[src/rtl/bus_err_drain_arb.sv]
// bus_err_drain_arb: round-robin drain of bus error unit FIFOs onto one valid/ready report channel
module bus_err_drain_arb #(
  parameter int NumUnits      = 4,
  parameter int AddrWidth     = 48,
  parameter int MetaDataWidth = 1,
  parameter int ErrBits       = 3,
  parameter int CntWidth      = 8,
  localparam int IdxWidth     = (NumUnits > 1) ? $clog2(NumUnits) : 1
) (
  input  logic                              clk_i,
  input  logic                              rst_i,
  input  logic                              enable_i,
  input  logic                              clear_cnt_i,
  input  logic [NumUnits-1:0]               unit_irq_i,
  input  logic [NumUnits*ErrBits-1:0]       unit_code_i,
  input  logic [NumUnits*AddrWidth-1:0]     unit_addr_i,
  input  logic [NumUnits*MetaDataWidth-1:0] unit_meta_i,
  input  logic [NumUnits-1:0]               unit_overflow_i,
  output logic [NumUnits-1:0]               unit_pop_o,
  output logic                              out_valid_o,
  input  logic                              out_ready_i,
  output logic [IdxWidth-1:0]               out_unit_o,
  output logic [ErrBits-1:0]                out_code_o,
  output logic [AddrWidth-1:0]              out_addr_o,
  output logic [MetaDataWidth-1:0]          out_meta_o,
  output logic                              irq_o,
  output logic [NumUnits*CntWidth-1:0]      overflow_cnt_o
);
  typedef enum logic {IDLE, HOLD} state_e;
  state_e                                  state_q, state_d;
  logic [IdxWidth-1:0]                     ptr_q, ptr_d, unit_q, unit_d, win;
  logic [ErrBits-1:0]                      code_q, code_d;
  logic [AddrWidth-1:0]                    addr_q, addr_d;
  logic [MetaDataWidth-1:0]                meta_q, meta_d;
  logic [NumUnits-1:0]                     ovf_q, ovf_d;
  logic [NumUnits-1:0][CntWidth-1:0]       cnt_q, cnt_d;
  logic                                    found, grant;
  int                                      idx;
  // first requesting unit at or after the pointer, wrapping around
  always_comb begin
    found = 1'b0;
    win   = '0;
    idx   = 0;
    for (int k = 0; k < NumUnits; k++) begin
      idx = int'(ptr_q) + k;
      idx = (idx >= NumUnits) ? idx - NumUnits : idx;
      if (!found && unit_irq_i[IdxWidth'(idx)]) begin
        found = 1'b1;
        win   = IdxWidth'(idx);
      end
    end
  end
  assign grant      = enable_i && (state_q == IDLE) && found;
  assign unit_pop_o = (grant && !rst_i) ? (NumUnits'(1) << win) : '0;
  // next-state, pointer advance and capture of the popped FIFO head
  always_comb begin
    state_d = grant ? HOLD : ((state_q == HOLD) && out_ready_i) ? IDLE : state_q;
    ptr_d   = grant ? ((win == IdxWidth'(NumUnits - 1)) ? '0 : win + 1'b1) : ptr_q;
    unit_d  = grant ? win : unit_q;
    code_d  = grant ? unit_code_i[win*ErrBits +: ErrBits] : code_q;
    addr_d  = grant ? unit_addr_i[win*AddrWidth +: AddrWidth] : addr_q;
    meta_d  = grant ? unit_meta_i[win*MetaDataWidth +: MetaDataWidth] : meta_q;
  end
  // saturating overflow event counters driven by rising edges of the FIFO-full flags
  always_comb begin
    ovf_d = unit_overflow_i;
    cnt_d = cnt_q;
    for (int i = 0; i < NumUnits; i++)
      cnt_d[i] = clear_cnt_i ? '0
               : (unit_overflow_i[i] && !ovf_q[i] && !(&cnt_q[i])) ? cnt_q[i] + 1'b1
               : cnt_q[i];
  end
  // all state, including the held report, is discarded on reset
  always_ff @(posedge clk_i or posedge rst_i) begin
    if (rst_i) begin
      state_q <= IDLE;
      ptr_q   <= '0;
      unit_q  <= '0;
      code_q  <= '0;
      addr_q  <= '0;
      meta_q  <= '0;
      ovf_q   <= '0;
      cnt_q   <= '0;
    end else begin
      state_q <= state_d;
      ptr_q   <= ptr_d;
      unit_q  <= unit_d;
      code_q  <= code_d;
      addr_q  <= addr_d;
      meta_q  <= meta_d;
      ovf_q   <= ovf_d;
      cnt_q   <= cnt_d;
    end
  end
  assign out_valid_o    = (state_q == HOLD);
  assign irq_o          = out_valid_o;
  assign out_unit_o     = unit_q;
  assign out_code_o     = code_q;
  assign out_addr_o     = addr_q;
  assign out_meta_o     = meta_q;
  assign overflow_cnt_o = cnt_q;
endmodule

[config.mk]
export PLATFORM = sky130hd
export DESIGN_NAME = bus_err_drain_arb
export DESIGN_NICKNAME = d
export VERILOG_FILES = /design/src/rtl/bus_err_drain_arb.sv
export SDC_FILE = /design/constraint.sdc
export NUM_CORES = 1
export LEC_CHECK = 0
export CORE_AREA = 5 5 142 144
export DETAILED_ROUTE_END_ITERATION = 6
export DIE_AREA = 0 0 147 149
export GPL_TIMING_DRIVEN = 0
export PLACE_DENSITY = 0.69
export SETUP_SLACK_MARGIN = 0.4
export SYNTH_ARGS = -nofsm -noshare
export SYNTH_HDL_FRONTEND = slang
export SYNTH_SLANG_ARGS = --single-unit
[constraint.sdc]
create_clock -name clk_i -period 8.45 [get_ports clk_i]
set_input_delay 2.1125 -clock clk_i [delete_from_list [all_inputs] [get_ports clk_i]]
set_output_delay 2.1125 -clock clk_i [all_outputs]
set_load 0.05 [all_outputs]
==> out/qor.yml <==
setup_repair_after_global_routing_missed_its_margin: "false"
h-tree-depth: 3
first_global_vias: 5281
drtIter0Drc: 132
yosysSeqAreaShare: 0.421
postRouteAntennaNets: 0
io_pins: 313
path_buf_inv: 5
cell_area_synth_sq_um: 5520
setup_total_negative_slack_ns: 0
place_congestion: 0.791
placement_rows: 50
post_cts.repair.setup_buffers: 0
ys_warnings: 0
filler_cell_count: 1725
hold_violations: 0
synth.largest_area_cell: "sky130_fd_sc_hd__dfrtp_1"
dp.final_hpwl_mm: 16.6
number_of_different_library_cells_in_the_post_synthesis_netlist: 38
clock_sink_count: 93
rr_endpoint: "out_addr_o[2]"
grt_start_max_net_pins: 55
worst_path_dominant_cell_family: "buffers and inverters"
cts_resized: 0
critPathLaunchType: "input port"
cts_tree: "built"
synth.net_count: 722
cts.hold.buffers_added: 0
r2r-start: "ptr_q[1]"
worst_setup_path_endpoint: "unit_pop_o[2]"
dieArea_sq_um: 21900
synth_top_cell_area_share: 0.421
final_nets: 1046
critPathKind: "in -> out"
reg2reg_setup_slack_ns: 6.29
vias_per_cell: 4.85
grt_use_total: 0.188
syn_inst: 496
startpoint: "unit_irq_i[0]"
synth_most_common_cell: "sky130_fd_sc_hd__mux2i_1"
area_growth_syn_to_layout_pct: 67.8
chipWidth_um: 147
timing.slew.headroom: 0.546
io_buffers: 312
chipHeight_um: 149
clock_tree.buffer_depth: 2
routed-via-count: 5136
final.setup_skew_ns: 0.00815
cp_max_fo: 10
critical_path_at_ns: 4.87
worstSetupEndpointType: "primary output"
required_ns: 6.34
cts_buffers: 9
max_freq_mhz: 143
slowest_delay_ns: 0.86
r2r_cells: 8
number_of_cells_in_the_design_after_placement: 1043
layout.area.seq_sq_um: 2330
grt_pass1_wl_mm: 31.9
synth_top_cells_by_area: "sky130_fd_sc_hd__dfrtp_1 (42%), sky130_fd_sc_hd__mux2i_1 (19%), sky130_fd_sc_hd__o221ai_2 (13%)"
p_total_mw: 2.53
worst_skew_pair_later_pin_latency_ns: 0.34
fin_hold_ws_ns: 0.486
first_pass_iteration_count_of_the_detailed_router: 5
setup_viol: 0
wl_per_cell_um: 20.0
worst-slew-pin-transition_ns: 0.676
multiInputGateArea_sq_um: 2910
antenna_found_initial: 2
route.final.wire_length_mm: 21.2
clock-root-buffer: "sky130_fd_sc_hd__clkbuf_16"
max_slew_violations: 0
worstHoldStart: "out_addr_o[1]"
ys_seq_elements: 93
final-instance-count-excl-fill: 1059
drive_gt1_frac: 0.114
timing.critical_path.cells: "clkdlybuf4s50_1 > a21o_1 > a21oi_1 > o22a_1 > buf_4 > buf_8 > buf_6 > ha_1 > nor3b_1 > clkdlybuf4s50_1"
vdd_drop_max_v: 0.000107
core_area_sq_um: 18600
finalCritPeriodShare: 0.826
synth_ff_type: "sky130_fd_sc_hd__dfrtp_1"
fin_crit_ns: 6.98
run_status: "finished, final reports clean"
power.density_nw_per_um2: 273
grt.overflow.total: 0
cpMostUsedCell: "sky130_fd_sc_hd__clkdlybuf4s50_1"
starting_density_of_the_core: 0.297
critical_path_cell_count: 10
max-cap-violations: 0
hp-class: "reg -> reg"
postSynth.asyncResetShare: 1.00
worst_path_max_delay_cell: "sky130_fd_sc_hd__clkdlybuf4s50_1"
path_clk_slew_ns: 0.06
synth_area_per_cell_sq_um: 11.1
post_synth_edffs: 0
antenna-diode-count: 0
leak_pwr_nw: 3.78
synth.top_cells.by_count: "sky130_fd_sc_hd__mux2i_1 (107), sky130_fd_sc_hd__dfrtp_1 (93), sky130_fd_sc_hd__nand2_1 (65)"
drc_violation_count_after_routing: 0
-- area by class of cell --
class / instances / area share
clock inverter: 7 / 0.00796
sequential: 93 / 0.251
buffer: 34 / 0.0269
inverter: 9 / 0.00391
clock buffer: 9 / 0.0243
tap: 234 / 0.0316
multi-input combinational: 360 / 0.314
timing repair buffer: 313 / 0.340
-- how the worst min path moves through the flow --
| stage | end | slack [ns] | cells after the start |
|---|---|---|---|
| 6_report | out_addr_o[1] | 0.49 | 2 |
| 5_1_grt | out_addr_o[45] | 0.50 | 2 |
| 4_1_cts | out_addr_o[31] | 0.49 | 2 |
| 3_5_place_dp | out_unit_o[0] | 0.47 | 2 |
| 3_3_place_gp | out_unit_o[0] | 0.46 | 2 |
| 2_1_floorplan | ptr_q[1] | 0.52 | 2 |
-- cell usage in the layout, fill, tap and decap left out, types with 2 or more instances in the layout --
| master | Yosys | layout |
|---|---|---|
| sky130_fd_sc_hd__inv_6 | 0 | 2 |
| sky130_fd_sc_hd__and3_1 | 2 | 2 |
| sky130_fd_sc_hd__o221ai_1 | 3 | 3 |
| sky130_fd_sc_hd__or3_1 | 5 | 5 |
| sky130_fd_sc_hd__nor2b_1 | 4 | 4 |
| sky130_fd_sc_hd__ha_1 | 5 | 5 |
| sky130_fd_sc_hd__buf_6 | 6 | 6 |
| sky130_fd_sc_hd__clkbuf_16 | 0 | 9 |
| sky130_fd_sc_hd__clkinv_2 | 0 | 2 |
| sky130_fd_sc_hd__nand3_1 | 12 | 12 |
| sky130_fd_sc_hd__nor2_1 | 32 | 32 |
| sky130_fd_sc_hd__o21ai_0 | 9 | 9 |
| sky130_fd_sc_hd__xor2_1 | 7 | 7 |
| sky130_fd_sc_hd__mux2i_1 | 107 | 107 |
| sky130_fd_sc_hd__nand4_1 | 7 | 7 |
| sky130_fd_sc_hd__a21oi_1 | 9 | 9 |
| sky130_fd_sc_hd__o221ai_2 | 49 | 49 |
| sky130_fd_sc_hd__dfrtp_1 | 93 | 93 |
| sky130_fd_sc_hd__nor3_1 | 9 | 9 |
| sky130_fd_sc_hd__nand2_1 | 65 | 65 |
| sky130_fd_sc_hd__o211ai_1 | 2 | 2 |
| sky130_fd_sc_hd__clkbuf_1 | 9 | 9 |
| sky130_fd_sc_hd__nand2b_1 | 3 | 3 |
| sky130_fd_sc_hd__clkdlybuf4s50_1 | 0 | 312 |
| sky130_fd_sc_hd__xnor2_1 | 16 | 16 |
| sky130_fd_sc_hd__o21ai_1 | 2 | 2 |
| sky130_fd_sc_hd__buf_4 | 17 | 17 |
| sky130_fd_sc_hd__inv_1 | 9 | 8 |
-- flip-flops by register name, summed over array words and instances, names as in the netlist --
register and count:
ovf_q 4, overflow_cnt_o 32, ptr_q 2, out_meta_o 1
out_unit_o 2, out_code_o 3, irq_o 1, out_addr_o 48
-- per-stage QoR --
step	setup slack, ns	area (sq um)	util
3_3_place_gp	1.48	8940	0.481
3_5_place_dp	1.42	8970	0.483
6_report	1.47	9270	0.499
5_1_grt	1.30	9270	0.499
2_1_floorplan	1.74	5520	-
4_1_cts	1.42	9270	0.499
-- power breakdown --
group | switching [mW] | total, mW | internal (mW) | leakage (nW)
Sequential | 0.0752 | 0.654 | 0.579 | 1.19
Clock | 0.184 | 0.415 | 0.231 | 0.146
Combinational | 0.889 | 1.46 | 0.569 | 2.44
Total | 1.15 | 2.53 | 1.38 | 3.78
-- tightest hold or removal path: stages (launching register included) --
cell                       delay, ns
sky130_fd_sc_hd__dfrtp_1        0.34
sky130_fd_sc_hd__nand2_1        0.06
sky130_fd_sc_hd__o221ai_2       0.05
-- logic make-up after synthesis --
group	after synthesis	share of synthesized area
DFF	93	0.421
and+or+nand+nor	144	0.117
buffers and inverters	43	0.0512
muxes	108	0.196
AOI/OAI and AO/OA	80	0.167
xor gates and xnor gates	23	0.0365
adders and majority gates	5	0.0113
-- routing by layer --
layer,wire [um],global-route usage,vias to the layer above
met3,1970,0.0699,15
met4,183,0.0377,4
met1,8700,0.230,2429
li1,-,-,2473
met2,10300,0.318,215
met5,21,0,-
(Power assumes the default switching activity.)
==> variant 1: new RTL, same settings <==
Register the input `unit_irq_i` before use, without a reset. The logic sees it one clock later. The other inputs are not delayed to match.
--- a/src/rtl/bus_err_drain_arb.sv
+++ b/src/rtl/bus_err_drain_arb.sv
@@ -28,4 +28,11 @@
 );
   typedef enum logic {IDLE, HOLD} state_e;
+
+  logic [NumUnits-1:0] unit_irq_q;
+
+  always_ff @(posedge clk_i) begin
+    unit_irq_q <= unit_irq_i;
+  end
+
   state_e                                  state_q, state_d;
   logic [IdxWidth-1:0]                     ptr_q, ptr_d, unit_q, unit_d, win;
@@ -45,5 +52,5 @@
       idx = int'(ptr_q) + k;
       idx = (idx >= NumUnits) ? idx - NumUnits : idx;
-      if (!found && unit_irq_i[IdxWidth'(idx)]) begin
+      if (!found && unit_irq_q[IdxWidth'(idx)]) begin
         found = 1'b1;
         win   = IdxWidth'(idx);
Formal check against the unedited RTL: not equivalent (Yosys sat finds a counterexample within 4 cycles, from zero or initial values and one cycle with rst_i high).
==> variant 1 against the unedited design <==
Wire length shrank 0.76%. Synthesized area shrank 7.5%. Worst setup slack better by 0.68 ns. Final area is 4.6% lower. Clock power is 4% lower. Power is 12% lower. Sequential share of layout area is 2.1 points higher. Non-clock buffer count grew 4. Sequential cell count grew 4. Largest power group unchanged. Die area is the same. Combinational power is 18% lower. Hold slack improved by 0.00098 ns.
==> variant 1: results (changes against the unedited design) <==
Critical path
  • Cell family with most CP delay: buffers and inverters
  • End point of the critical path: unit_pop_o[3]
  • Critical path data arrival time: 4.19 ns (-0.68 ns)
  • Critical-path top delay cell: clkdlybuf4s50_1
  • Worst Setup SP: enable_i
  • R2r setup slk: 6.11 ns (-0.18 ns)
  • RR Endpoint: out_addr_o[27]
  • Startpoint types: input port
  • CP peak stage delay: 0.83 ns (-0.03 ns)
  • Reg2reg path depth: 6 (-2)
  • Max Fanout on Critical Path: 10 (unchanged)

Yosys
  • Synthesized Nets: 739 (+2.4%)
  • Dominant cells by area after synthesis: dfrtp_1, mux2i_1, a221oi_1
  • Seq/Total Area, Yosys: 47.1% (+5.0 points)
  • Post-synth cell types: 37 (-2.6%)
  • Most used DFF post-synth: dfrtp_1
  • Async S/R FF share, synth: 95.9% (-4.1 points)
  • Synthesized area per cell: 9.96 sq um (-11%)
  • Synth top cells by count: dfrtp_1, nor2_1, mux2i_1
  • Warning count from the yosys run: 0 (unchanged)

Drt
  • Initial DRC Count: 200 (+52%)
  • Via density: 4.99 (+2.9%)
  • DR WL/cell: 19.5 um (-2.4%)
  • Drt first pass iters: 4 (-1)

Clocking
  • H-tree depth: 3 (unchanged)
  • CTS max path bufs: 2 (unchanged)
  • Post CTS Setup Buffer Count: 0 (unchanged)
  • Root Driver: clkbuf_16
  • Clock latency on the worst-skew pair: 0.35 ns

Timing
  • Worst-margin pin slew: 0.831 ns (+0.155 ns)
  • Final worst setup slack: 2.15 ns (+0.679 ns)
  • Clk_skew: 0.00775 ns (-0.000396 ns)

Placed design
  • Post-placement cell area: 8560 sq um (-4.6%)
  • Routability congestion estimate: 0.813 (+2.8%)
  • Post-detail-place hpwl: 16600 um (-0.34%)

GRT
  • Initial antenna violation count: 3 (+1)
  • All-Layer GR Usage: 18.6% (-0.11 points)
  • First-pass GRT wire length: 31800 um (-0.59%)
  • Largest net degree at the start of global routing: 65 (+18%)
  • Vias in the first global route: 5662 (+7.2%)

Cells and area
  • Fraction of layout cells with a size suffix above 1: 5.58% (-5.8 points)
  • Non-filler instance count after layout: 1077 (+1.7%)

Power
  • Maximum VDD drop: 128 uV (+20%)
  • Net Sw Frac: 44.4% (-0.99 points)
  • Static Leakage: 3.57 nW (-5.4%)
  • Net Switching: 992 uW (-14%)
  • Seq power: 642 uW (-2%)
  • Comb pwr: 1.19 mW (-18%)

Status
  • Outcome: finished, final reports clean
## variant 1: how the worst min path moves through the flow
stage                     slack (ns)            end     startpoint  depth (start not counted)
final                           0.49  out_unit_o[1]  out_unit_o[1]                          2
after detailed placement        0.46  out_unit_o[1]  out_unit_o[1]                          2
after floorplan                 0.51       ptr_q[0]       ptr_q[0]                          2
after CTS                       0.49  out_unit_o[1]  out_unit_o[1]                          2
after global placement          0.46  out_unit_o[1]  out_unit_o[1]                          2
after global routing            0.50  out_unit_o[0]  out_unit_o[0]                          1
## variant 1: worst register-to-register path: cells and delay by family, from the launching register on
family	cells	cell delay, ns
compound gates	4	0.71
buf+inv	2	1.12
flops	1	0.43
## variant 1: metal layers
| metal | track usage [%] | vias up | wire [um] |
|---|---|---|---|
| met2 | 31.3 | 224 | 10200 |
| li1 | - | 2576 | - |
| met5 | 0 | - | 22 |
| met4 | 6.90 | 4 | 520 |
| met1 | 21.8 | 2534 | 8320 |
| met3 | 7.05 | 37 | 1910 |
## variant 1: logic make-up after synthesis
group,share of synthesized area (%)
simple gates,14.1
compound gates,18.2
flops,47.1
mux,11.0
buf+inv,4.50
xor+xnor,3.94
fa+ha+maj,1.22
## variant 1: area by class of cell
| class | count | area (sq um) |
|---|---|---|
| Clock inverter | 4 | 26.3 |
| Fill cell | 1745 | 9740 |
| Clock buffer | 12 | 256 |
| Sequential cell | 97 | 2410 |
| Multi-Input combinational cell | 371 | 2470 |
| Buffer | 38 | 204 |
| Timing Repair Buffer | 313 | 3150 |
| Inverter | 7 | 28.8 |
| Tap cell | 234 | 293 |
| Antenna cell | 1 | 2.50 |
==> variant 2: new RTL, same flow settings <==
Without the edit above. The parameter `NumUnits` goes from 4 to 2.
--- a/src/rtl/bus_err_drain_arb.sv
+++ b/src/rtl/bus_err_drain_arb.sv
@@ -1,5 +1,5 @@
 // bus_err_drain_arb: round-robin drain of bus error unit FIFOs onto one valid/ready report channel
 module bus_err_drain_arb #(
-  parameter int NumUnits      = 4,
+  parameter int NumUnits      = 2,
   parameter int AddrWidth     = 48,
   parameter int MetaDataWidth = 1,
Ports: changed (8 resized); port bits go from 313 to 186. The function was not compared with the original's and may differ.
==> variant 2 against the unedited design <==
Utilization decreased by 18 points. Critical endpoint is now unit_pop_o[1]. Worst setup slack improved by 0.24 ns. Critical path type unchanged. Wire length fell by 44%. Combinational power fell by 44%. Synthesized area fell by 38%. Fmax is 3.5% higher. Final area down 37%. Power down 33%. Non-clock buffer count fell by 142. Synthesized cell count decreased by 34%. Sequential cell count fell by 20.
==> variant 2: results (changes against the unedited design) <==
Yosys
  • Seq/Total Area, Yosys: 53.7% (+12 points)
  • Compound-gate portion of the synthesized area: 12.2% (-4.5 points)
  • Synth top cells by count: dfrtp_1, nand2_1, o21ai_0
  • Post-synthesis adder-cell area fraction: 0.735% (-0.40 points)
  • Synthesized area per cell: 10.5 sq um (-6.0%)

Cells and area
  • Non-clock buffers: 205 (-41%)
  • Nets: 635 (-39%)
  • Final Core Density: 31.6% (-18 points)
  • Clock-cell share: 5.31% (+2.1 points)
  • Fraction of layout cells with a size suffix above 1: 5.90% (-5.5 points)
  • Sequential Area: 1830 sq um (-22%)
  • # clk buffers: 10 (+1)

GRT
  • Initial antenna violation count: 1 (-1)
  • All-Layer GR Usage: 10.8% (-7.9 points)
  • Met2 GRT Util: 17.4% (-14 points)
  • Vias in the first global route: 3265 (-38%)
  • Largest net degree at the start of global routing: 41 (-25%)
  • Met3 GRT Util: 5.59% (-1.4 points)

Timing
  • Worst slew margin: 57.9% (+3.3 points)

Drt
  • Drt first pass iters: 4 (-1)
  • Initial DRC Count: 75 (-43%)

Power
  • Combinational power share: 47.7% (-10 points)
  • Maximum VDD drop: 113 uV (+6.3%)
  • Power Density: 290 nW/um^2 (+6.2%)
  • Static Leakage: 2.53 nW (-33%)
  • Clock-net power: 408 uW (-2%)

Placed design
  • Placed Cells: 743 (-29%)
  • Pre-CTS WS: 1.63 ns (+0.205 ns)
  • Routability congestion estimate: 0.744 (-5.9%)

Status
  • Outcome: finished, final reports clean
variant 2: changes by cell type in the layout (fill, tap and decap cells not counted), sizes merged, moves of 15 or more:
cell / before / now
o21ai: 11 / 57
buf: 26 / 11
nor2: 32 / 9
o221ai: 52 / 0
xnor2: 16 / 1
dfrtp: 93 / 73
mux2i: 107 / 55
clkdlybuf4s50: 312 / 183
variant 2: layer usage:
layer  vias up  wire length, um
li1       1519                -
met1      1441             4810
met2       150             5460
met3        17             1390
met4         2              183
met5         -               11
variant 2: path summary, 6_finish.rpt:
check                         startpoint                 end  slack [ns]  cells past startpoint
max reg2reg                        irq_o      out_addr_o[30]        6.61                      6
max                        unit_irq_i[0]       unit_pop_o[1]        1.71                      6
min in group asynchronous          rst_i      out_addr_o[29]        2.22                      2
min reg2reg                out_code_o[2]       out_code_o[2]        0.48                      2
min                        out_code_o[2]       out_code_o[2]        0.48                      2
max in group asynchronous          rst_i  overflow_cnt_o[11]        5.66                      3
